<file path="config.mk">
export PLATFORM = sky130hd
export DESIGN_NAME = idli_ctrl_m
export DESIGN_NICKNAME = d
export VERILOG_FILES = /design/src/rtl/idli_pkg.sv /design/src/rtl/idli_ctrl_m.sv
export SDC_FILE = /design/constraint.sdc
export NUM_CORES = 1
export LEC_CHECK = 0
export ABC_AREA = 1
export CAP_MARGIN = 20
export CELL_PAD_IN_SITES_DETAIL_PLACEMENT = 0
export CELL_PAD_IN_SITES_GLOBAL_PLACEMENT = 1
export CORE_UTILIZATION = 29
export DETAILED_ROUTE_END_ITERATION = 8
export GPL_ROUTABILITY_DRIVEN = 0
export PLACE_DENSITY = 0.79
export SLEW_MARGIN = 20
export SYNTH_ARGS = -nofsm -noshare
export SYNTH_HDL_FRONTEND = slang
export SYNTH_SLANG_ARGS = --single-unit
</file>
<file path="constraint.sdc">
create_clock -name i_ctrl_gck -period 1.5 [get_ports i_ctrl_gck]
set_input_delay 0.3 -clock i_ctrl_gck [delete_from_list [all_inputs] [get_ports i_ctrl_gck]]
set_output_delay 0.3 -clock i_ctrl_gck [all_outputs]
set_load 0.005 [all_outputs]
</file>
<file path="src/rtl/idli_pkg.sv">
`default_nettype none
// ============================================================================
//  Module      : idli_pkg
//  Description : Shared types for the idli core: slice counter, 4-bit slice,
//                controller state encoding and the default reset vector.
//  Revision    : 1.0  initial release
// ============================================================================
package idli_pkg;

    typedef logic [1:0] ctr_t;
    typedef logic [3:0] slice_t;

    typedef enum logic [2:0] {
        BOOT     = 3'd0,
        DISCARD  = 3'd1,
        FETCH    = 3'd2,
        BR_ADDR  = 3'd3,
        MEM_ADDR = 3'd4,
        WAIT     = 3'd5,
        MEM_DATA = 3'd6,
        RESUME   = 3'd7
    } ctrl_state_t;

    localparam logic [15:0] c_reset_vec = 16'h0000;

    // Pick slice c (0 = least significant nibble) out of a 16-bit word.
    function automatic slice_t word_slice(input logic [15:0] w, input ctr_t c);
        return w[{c, 2'b00} +: 4];
    endfunction

endpackage
`default_nettype wire

</file>
<file path="src/rtl/idli_ctrl_m.sv">
`default_nettype none
// ============================================================================
//  Module      : idli_ctrl_m
//  Description : Sequencer/arbiter for the SQI memory port. Owns the slice
//                counter, issues boot/branch/data redirects and shares the
//                port between instruction fetch and LSU words.
//  Revision    : 1.0  initial release
// ============================================================================
module idli_ctrl_m
    import idli_pkg::*;
#(
    parameter logic [15:0] RESET_VEC   = c_reset_vec,
    parameter int          DUMMY_WORDS = 1
) (
    input  logic   i_ctrl_gck,
    input  logic   i_ctrl_rst_n,
    output ctr_t   o_ctrl_ctr,
    input  logic   i_ctrl_br_req,
    input  slice_t i_ctrl_br_slice,
    input  slice_t i_ctrl_pc_slice,
    input  logic   i_ctrl_mem_req,
    input  logic   i_ctrl_mem_wr,
    input  slice_t i_ctrl_mem_addr,
    input  slice_t i_ctrl_mem_wdata,
    output logic   o_ctrl_mem_ack,
    output logic   o_ctrl_mem_rvld,
    output slice_t o_ctrl_mem_rdata,
    output logic   o_ctrl_stall,
    output logic   o_ctrl_sqi_redirect,
    output logic   o_ctrl_sqi_wr_en,
    output slice_t o_ctrl_sqi_slice,
    input  slice_t i_ctrl_sqi_slice,
    input  logic   i_ctrl_sqi_ivld,
    output logic   o_ctrl_instr_vld
);

    localparam logic [7:0] c_wait_last = 8'(DUMMY_WORDS - 1);

    ctr_t        r_ctr;
    ctrl_state_t r_state;
    ctrl_state_t w_state_nxt;
    logic        r_is_store;
    logic [7:0]  r_wait_cnt;
    logic        w_word_end;

    assign w_word_end = (r_ctr == 2'd3);
    assign o_ctrl_ctr = r_ctr;

    // State register plus the per-access bookkeeping that rides with it.
    always_ff @(posedge i_ctrl_gck or negedge i_ctrl_rst_n) begin
        if (!i_ctrl_rst_n) begin
            r_ctr      <= '0;
            r_state    <= BOOT;
            r_is_store <= 1'b0;
            r_wait_cnt <= '0;
        end else begin
            r_ctr   <= r_ctr + ctr_t'(1);
            r_state <= w_state_nxt;
            if (r_state == FETCH && w_word_end && w_state_nxt == MEM_ADDR) begin
                r_is_store <= i_ctrl_mem_wr;
            end
            if (r_state == MEM_ADDR) begin
                r_wait_cnt <= '0;
            end else if (r_state == WAIT && w_word_end) begin
                r_wait_cnt <= r_wait_cnt + 8'd1;
            end
        end
    end

    always_comb begin
        w_state_nxt = r_state;
        if (w_word_end) begin
            case (r_state)
                BOOT:     w_state_nxt = DISCARD;
                DISCARD:  w_state_nxt = FETCH;
                FETCH: begin
                    if (i_ctrl_br_req) begin
                        w_state_nxt = BR_ADDR;
                    end else if (i_ctrl_mem_req) begin
                        w_state_nxt = MEM_ADDR;
                    end
                end
                BR_ADDR:  w_state_nxt = DISCARD;
                MEM_ADDR: w_state_nxt = (r_is_store || DUMMY_WORDS == 0) ? MEM_DATA : WAIT;
                WAIT:     w_state_nxt = (r_wait_cnt == c_wait_last) ? MEM_DATA : WAIT;
                MEM_DATA: w_state_nxt = RESUME;
                RESUME:   w_state_nxt = DISCARD;
                default:  w_state_nxt = BOOT;
            endcase
        end
    end

    // BOOT is also the reset state, so its redirect is held off while in reset.
    always_comb begin
        o_ctrl_stall        = (r_state != FETCH);
        o_ctrl_sqi_redirect = 1'b0;
        o_ctrl_sqi_wr_en    = 1'b0;
        o_ctrl_sqi_slice    = '0;
        o_ctrl_mem_ack      = 1'b0;
        o_ctrl_mem_rvld     = 1'b0;
        o_ctrl_mem_rdata    = '0;
        o_ctrl_instr_vld    = 1'b0;
        case (r_state)
            BOOT: begin
                if (i_ctrl_rst_n) begin
                    o_ctrl_sqi_redirect = 1'b1;
                    o_ctrl_sqi_slice    = word_slice(RESET_VEC, r_ctr);
                end
            end
            FETCH: o_ctrl_instr_vld = i_ctrl_sqi_ivld;
            BR_ADDR: begin
                o_ctrl_sqi_redirect = 1'b1;
                o_ctrl_sqi_slice    = i_ctrl_br_slice;
            end
            MEM_ADDR: begin
                o_ctrl_sqi_redirect = 1'b1;
                o_ctrl_sqi_slice    = i_ctrl_mem_addr;
            end
            MEM_DATA: begin
                o_ctrl_mem_ack = w_word_end;
                if (r_is_store) begin
                    o_ctrl_sqi_wr_en = 1'b1;
                    o_ctrl_sqi_slice = i_ctrl_mem_wdata;
                end else begin
                    o_ctrl_mem_rvld  = 1'b1;
                    o_ctrl_mem_rdata = i_ctrl_sqi_slice;
                end
            end
            RESUME: begin
                o_ctrl_sqi_redirect = 1'b1;
                o_ctrl_sqi_slice    = i_ctrl_pc_slice;
            end
            default: ;
        endcase
    end

endmodule
`default_nettype wire
</file>
==> impl_metrics.yaml <==
run_status:
  status: "complete, but fails checks"
  failed_checks: "negative setup slack"
clock_network:
  cts.sinks: 14
  insertion_delay_ns: 0.28
  cts_made_buffers: 3
  cts-root-buf: "clkbuf_4"
  clockBufferDepth: 2
  clkTransAtPathRegs_ns: 0.09
  htreeDepth: 1
  cts_tree: "built"
synthesis:
  synth.cell_area_sq_um: 1050
  ys_ff_latch: 14
  yosys_warnings: 0
  synth_cell_types: 27
  syn_area_per_cell_sq_um: 6.54
  synth_fp_nets: 190
  seq_area_frac_synth_pct: 33.3
  postSynthCellCount: 161
global_route:
  grt_pass1_wl_mm: 4.93
  grt_max_degree: 15
  track_usage_pct: 15.6
  grt_pass1_vias: 1158
  antenna_found_initial: 0
  overflow: 0
route:
  first_pass_iters: 4
  drc: 0
  antenna_left: 0
  drt_iter0_drc: 27
  vias_per_cell: 4.33
  vias: 1216
  wl_per_cell_um: 10.6
  wirelength_mm: 2.98
timing:
  slew_headroom_pct: 84.2
  holdWs_ns: 0.395
  post-route-min-period_ns: 1.71
  setup_ws_ns: -0.212
  hold_violations: 0
  setup_viol: 14
  rsz0062_at_grt: "yes"
  worst_pin_slew_ns: 0.236
  max_freq_mhz: 584
  drv_slew: 0
  min_period_over_period_pct: 114
  fin_worst_skew_ns: 0.00121
critical_path:
  worstPathMaxFanout: 5
  worstPathArrival_ns: 1.41
  critical_path.cell_chain: "buf_6, nor2_4, nand2_2, nor2_4, nand2_1, nand4_1, buf_2"
  crit_path_start_kind: "register"
  critical-path-top-delay-family: "simple AND/OR/NAND/NOR gates"
  worst-path-buf-inv: 2
  slowest_delay_ns: 0.44
  cp_common_cell: "nor2_4"
  cp-end-kind: "output pin"
  critPathRequiredTime_ns: 1.20
  critPathKind: "register to output pin"
  slowest_stage: "dfrtp_2"
finish:
  final_area_sq_um: 1790
  finish.net_count: 265
  drive_above_1_share_pct: 35.7
  antennaDiodeCount: 0
  register_area_sq_um: 354
  fill_cells: 355
  area_delta_synth_final_pct: 69.6
  multi_input_area_sq_um: 648
placed_design:
  portBuffers: 41
  placed_area_sq_um: 1650
  dp_hpwl_mm: 2.35
floorplanning:
  core-area_sq_um: 3420
  initial_core_util_pct: 30.8
  fp.dieW_um: 62.3
  die_h_um: 62.3
  io_pins: 42
  rows: 21
  die-area_sq_um: 3880
power_and_ir_drop:
  power_density_nw_per_um2: 1370
  vdd_ir_drop_max_mv: 0.532
  power.leakage_uw: 0.000905
hold_path:
  hold_class: "primary input to async pin"
job:
  max_cap_violations: 0
worst register-to-register path, delay by kind of cell (launching register included):
kind          cells  cell delay, ns
buf+inv           4            0.49
flops             1            0.44
simple gates      5            0.45
synthesized netlist by cell type (all sizes together):
cell type / n / area [sq um]
dfrtp: 14 / 350
nand3b: 1 / 7.51
o2111ai: 1 / 8.76
ha: 3 / 37.5
a21oi: 4 / 20.0
o21bai: 1 / 7.51
inv: 23 / 88.8
nand3: 5 / 30.0
clkinv: 2 / 8.75
nand2: 60 / 245
nand4: 7 / 43.8
o21ai: 6 / 30.0
nor2: 29 / 131
nor3: 1 / 10.0
a22oi: 1 / 7.51
o211ai: 1 / 7.51
buf: 2 / 18.8
sequential cells by signal, summed over array words and instances, names as in the netlist:
signal      flops
r_state         3
r_wait_cnt      8
o_ctrl_ctr      2
r_is_store      1
final timing paths:
check	from	slack (ns)	end	cells after the start
setup / recovery	r_state[0]	-0.21	o_ctrl_sqi_slice[0]	7
hold / removal	i_ctrl_rst_n	0.40	r_wait_cnt[0]	2
setup reg to reg	r_state[0]	0.04	r_state[1]	9
hold reg to reg	o_ctrl_ctr[1]	0.51	o_ctrl_ctr[1]	1
max in group asynchronous	i_ctrl_rst_n	0.92	r_state[2]	2
min in group i_ctrl_gck	o_ctrl_ctr[1]	0.51	o_ctrl_ctr[1]	1
through the flow:
step	utilization (%)	setup slack, ns	instances	power (uW)	setup TNS [ns]
after floorplan	-	0.218	161	1230	0
after global placement	48.4	-0.297	266	1870	-3.12
after detailed placement	48.4	-0.286	266	1880	-3.33
after CTS	50.3	-0.217	278	2300	-2.12
after global routing	52.3	-0.273	281	2630	-3.05
final	52.3	-0.212	281	2440	-2.19
cell usage in the layout, fill, tap and decap left out, types with 4 or more instances in the layout:
master / Yosys / final
nand2_1: 54 / 53
nor2_4: 2 / 7
inv_1: 15 / 14
nand2_2: 5 / 4
clkdlybuf4s50_1: 0 / 26
buf_6: 1 / 5
nor2_2: 3 / 5
nor2_1: 24 / 17
nand3_1: 4 / 4
inv_2: 7 / 8
buf_4: 1 / 26
dfrtp_1: 14 / 11
a21oi_1: 4 / 4
o21ai_1: 5 / 5
nand4_1: 7 / 7
buf_2: 0 / 14
logic make-up after synthesis:
group	count (synthesis)	synth area share, %
AOI/OAI and AO/OA	14	7.72
adders and majority gates	3	3.56
DFF	14	33.3
and+or+nand+nor	103	44.4
buffers and inverters	27	11.0
where the power goes:
group          internal [uW]  leakage, uW  switching [uW]
registers                465     0.000180             102
logic                    817     0.000705             786
clock network            148    0.0000210             125
routing by layer:
layer / wire (um) / vias to the layer above / global-route usage [%]
met2: 1540 / 13 / 28.7
met4: 33 / 0 / 4.36
li1: - / 656 / -
met5: 0 / - / 0
met1: 1370 / 541 / 19.3
met3: 37 / 6 / 1.10
timing repair:
item,in CTS,in global routing
pin swaps,9,9
hold buffers,0,0
endpoints found under the setup margin,15,17
resized for setup,69,15
setup buffers,8,3
cell type report:
| class | instances | area share (%) |
|---|---|---|
| clock buffer | 4 | 2.03 |
| inverter | 25 | 5.60 |
| multi-input combinational | 120 | 36.3 |
| sequential | 14 | 19.8 |
| tap | 46 | 3.22 |
| timing repair buffer | 72 | 33.1 |
Note: power is estimated with default switching activity, not from simulation.
==> edit: new RTL, config.mk and constraints unchanged <==
The 8 states of `ctrl_state_t` get a one-hot encoding in 8 bits.
--- a/src/rtl/idli_pkg.sv
+++ b/src/rtl/idli_pkg.sv
@@ -11,13 +11,13 @@
     typedef logic [3:0] slice_t;
 
-    typedef enum logic [2:0] {
-        BOOT     = 3'd0,
-        DISCARD  = 3'd1,
-        FETCH    = 3'd2,
-        BR_ADDR  = 3'd3,
-        MEM_ADDR = 3'd4,
-        WAIT     = 3'd5,
-        MEM_DATA = 3'd6,
-        RESUME   = 3'd7
+    typedef enum logic [7:0] {
+        BOOT     = 8'b00000001,
+        DISCARD  = 8'b00000010,
+        FETCH    = 8'b00000100,
+        BR_ADDR  = 8'b00001000,
+        MEM_ADDR = 8'b00010000,
+        WAIT     = 8'b00100000,
+        MEM_DATA = 8'b01000000,
+        RESUME   = 8'b10000000
     } ctrl_state_t;
 
Function: same outputs for any inputs over 10 cycles, from zero or initial values and one cycle with i_ctrl_rst_n low; not proved beyond that.
==> edit against the original RTL <==
  * The flow still finishes with violations (setup timing)
  * Synthesized cell count is 20% higher
  * Via count is 29% higher
  * Worst setup slack lost 0.084 ns
  * Routed wire length is 34% higher
  * Sequential cell count is 5 higher
  * Core utilization barely moved
  * Area after synthesis rose by 36%
  * Total power shrank 19%
  * Count of clock-buffer cells in the layout down 1
  * Cell area up 38%
  * Non-clock buffer count increased by 21
  * Global-route usage is 0.20 points higher
  * Critical path type unchanged
  * Largest cell class unchanged
  * Highest routed layer unchanged
==> edit: results (changes against the original RTL) <==
outcome=finished with violations; failing checks=setup timing; Clock transition at path regs=0.07 ns (-0.02 ns); final net count=320 (+21%); setup TNS=-3.37 ns (-1.18 ns); r2r endpoint=r_wait_cnt[4]; Psw=0.691 mW (-32%); Static Leak=1.23 nW (+36%); Worst Setup SP=r_state[4]; Max transition margin=82.5% (-1.7 points); CP endpoint=o_ctrl_sqi_slice[1]; first-pass GRT wire length=6490 um (+32%); Global Route Usage Sum=15.8% (+0.20 points); setup skew after layout=0.00297 ns (+0.00176 ns); met3 wire len=128 um (+250%); DP Worst Slack=-0.396 ns (-0.110 ns); Vias/cell=4.38 (+1.2%); Detailed Route WL=3990 um (+34%); WL met2=2060 um (+34%); met3 global-route usage=2.08% (+0.98 points); synth top area cells=dfrtp_1 (31%), nand2_1 (12%), nand3_1 (7.0%); Comb pwr share=50.9% (-15 points); GR Layer Usage met2=29.2% (+0.47 points); final setup margin=-0.296 ns (-0.0839 ns); reg-to-reg critical path startpoint=r_state[0]; placed cells=333 (+25%); synth cell count leaders=nand2_1 (47), inv_1 (24), nor2_1 (23); Worst IR Drop VDD=0.454 mV (-15%); Starting DRT DRC Count=37 (+37%); met1 Resource Use GR=19.5% (+0.14 points); Vias=1563 (+29%); Worst-Skew Late Latency=0.25 ns (-0.03 ns); layout cell share with drive strength beyond 1=43.1% (+7.4 points); Avg Inst Size Synth=7.37 um^2 (+13%); crit path max fanout=4 (-1); largest net degree at the start of global routing=20 (+5); Critical Path Slowest Stage Cell=dfrtp_1; Met1 Wirelength=1790 um (+30%); Comb. pwr=1.01 mW (-37%); top cell type's share of synthesized area=31.5% (-1.8 points); HPWL Detailed=2980 um (+26%); CP top delay family=buffers and inverters; final setup vio count=22 (+8); Synth Net Count=223 (+17%); Reg2Reg Setup Slack=-0.04 ns (-0.08 ns); Clock group=0.350 mW (+28%); CTS root buffer=clkbuf_8
edit: cell count changes in the layout (fill, tap and decap cells not counted), moves of 4 or more:
cell     change
nand4_1      +5
buf_4       +14
inv_1        +6
nand2_1     -14
o21ai_2      +6
nand3_1     +15
nand2_2      +4
dfrtp_1      +7
buf_6        +7
edit: area by class of cell:
type,count,area [um^2]
Clock buffer,3,41.3
Clock inverter,1,5.00
Fill cell,449,2250
Inverter,28,118
Multi-Input combinational cell,146,960
Sequential cell,19,477
Tap cell,67,83.8
Timing Repair Buffer,93,788
edit: cell families (layout without fill, tap and decap cells):
kind of cell	after synthesis	after routing	share of synthesized area (%)
adders and majority gates	3	3	2.62
DFF	19	19	33.3
and+or+nand+nor	123	123	45.9
buffers and inverters	29	125	8.49
xor gates and xnor gates	1	1	0.613
AOI/OAI and AO/OA	19	19	9.01
edit: worst min path at each step:
stage	start	depth (start not counted)	to
CTS	i_ctrl_rst_n	2	r_wait_cnt[5]
finish	i_ctrl_rst_n	2	r_wait_cnt[5]
global route	i_ctrl_rst_n	2	r_wait_cnt[5]
floorplan	i_ctrl_rst_n	0	o_ctrl_ctr[0]
detailed placement	o_ctrl_ctr[1]	1	o_ctrl_ctr[1]
global placement	o_ctrl_ctr[1]	1	o_ctrl_ctr[1]
edit: metrics by stage:
step                cell area [um^2]  hold WS, ns  util, %
floorplan                       1430      0.00441        -
CTS                             2370        0.507     50.2
global route                    2470        0.530     52.3
global placement                2170        0.488     46.0
finish                          2470        0.507     52.3
detailed placement              2170        0.496     46.0
edit: timing repair:
action | in CTS | in global routing
gates resized for setup | 77 | 28
setup buffers | 15 | 7
endpoints found under the hold margin | 0 | 0
pin swaps | 15 | 21
setup endpoints to repair | 26 | 30
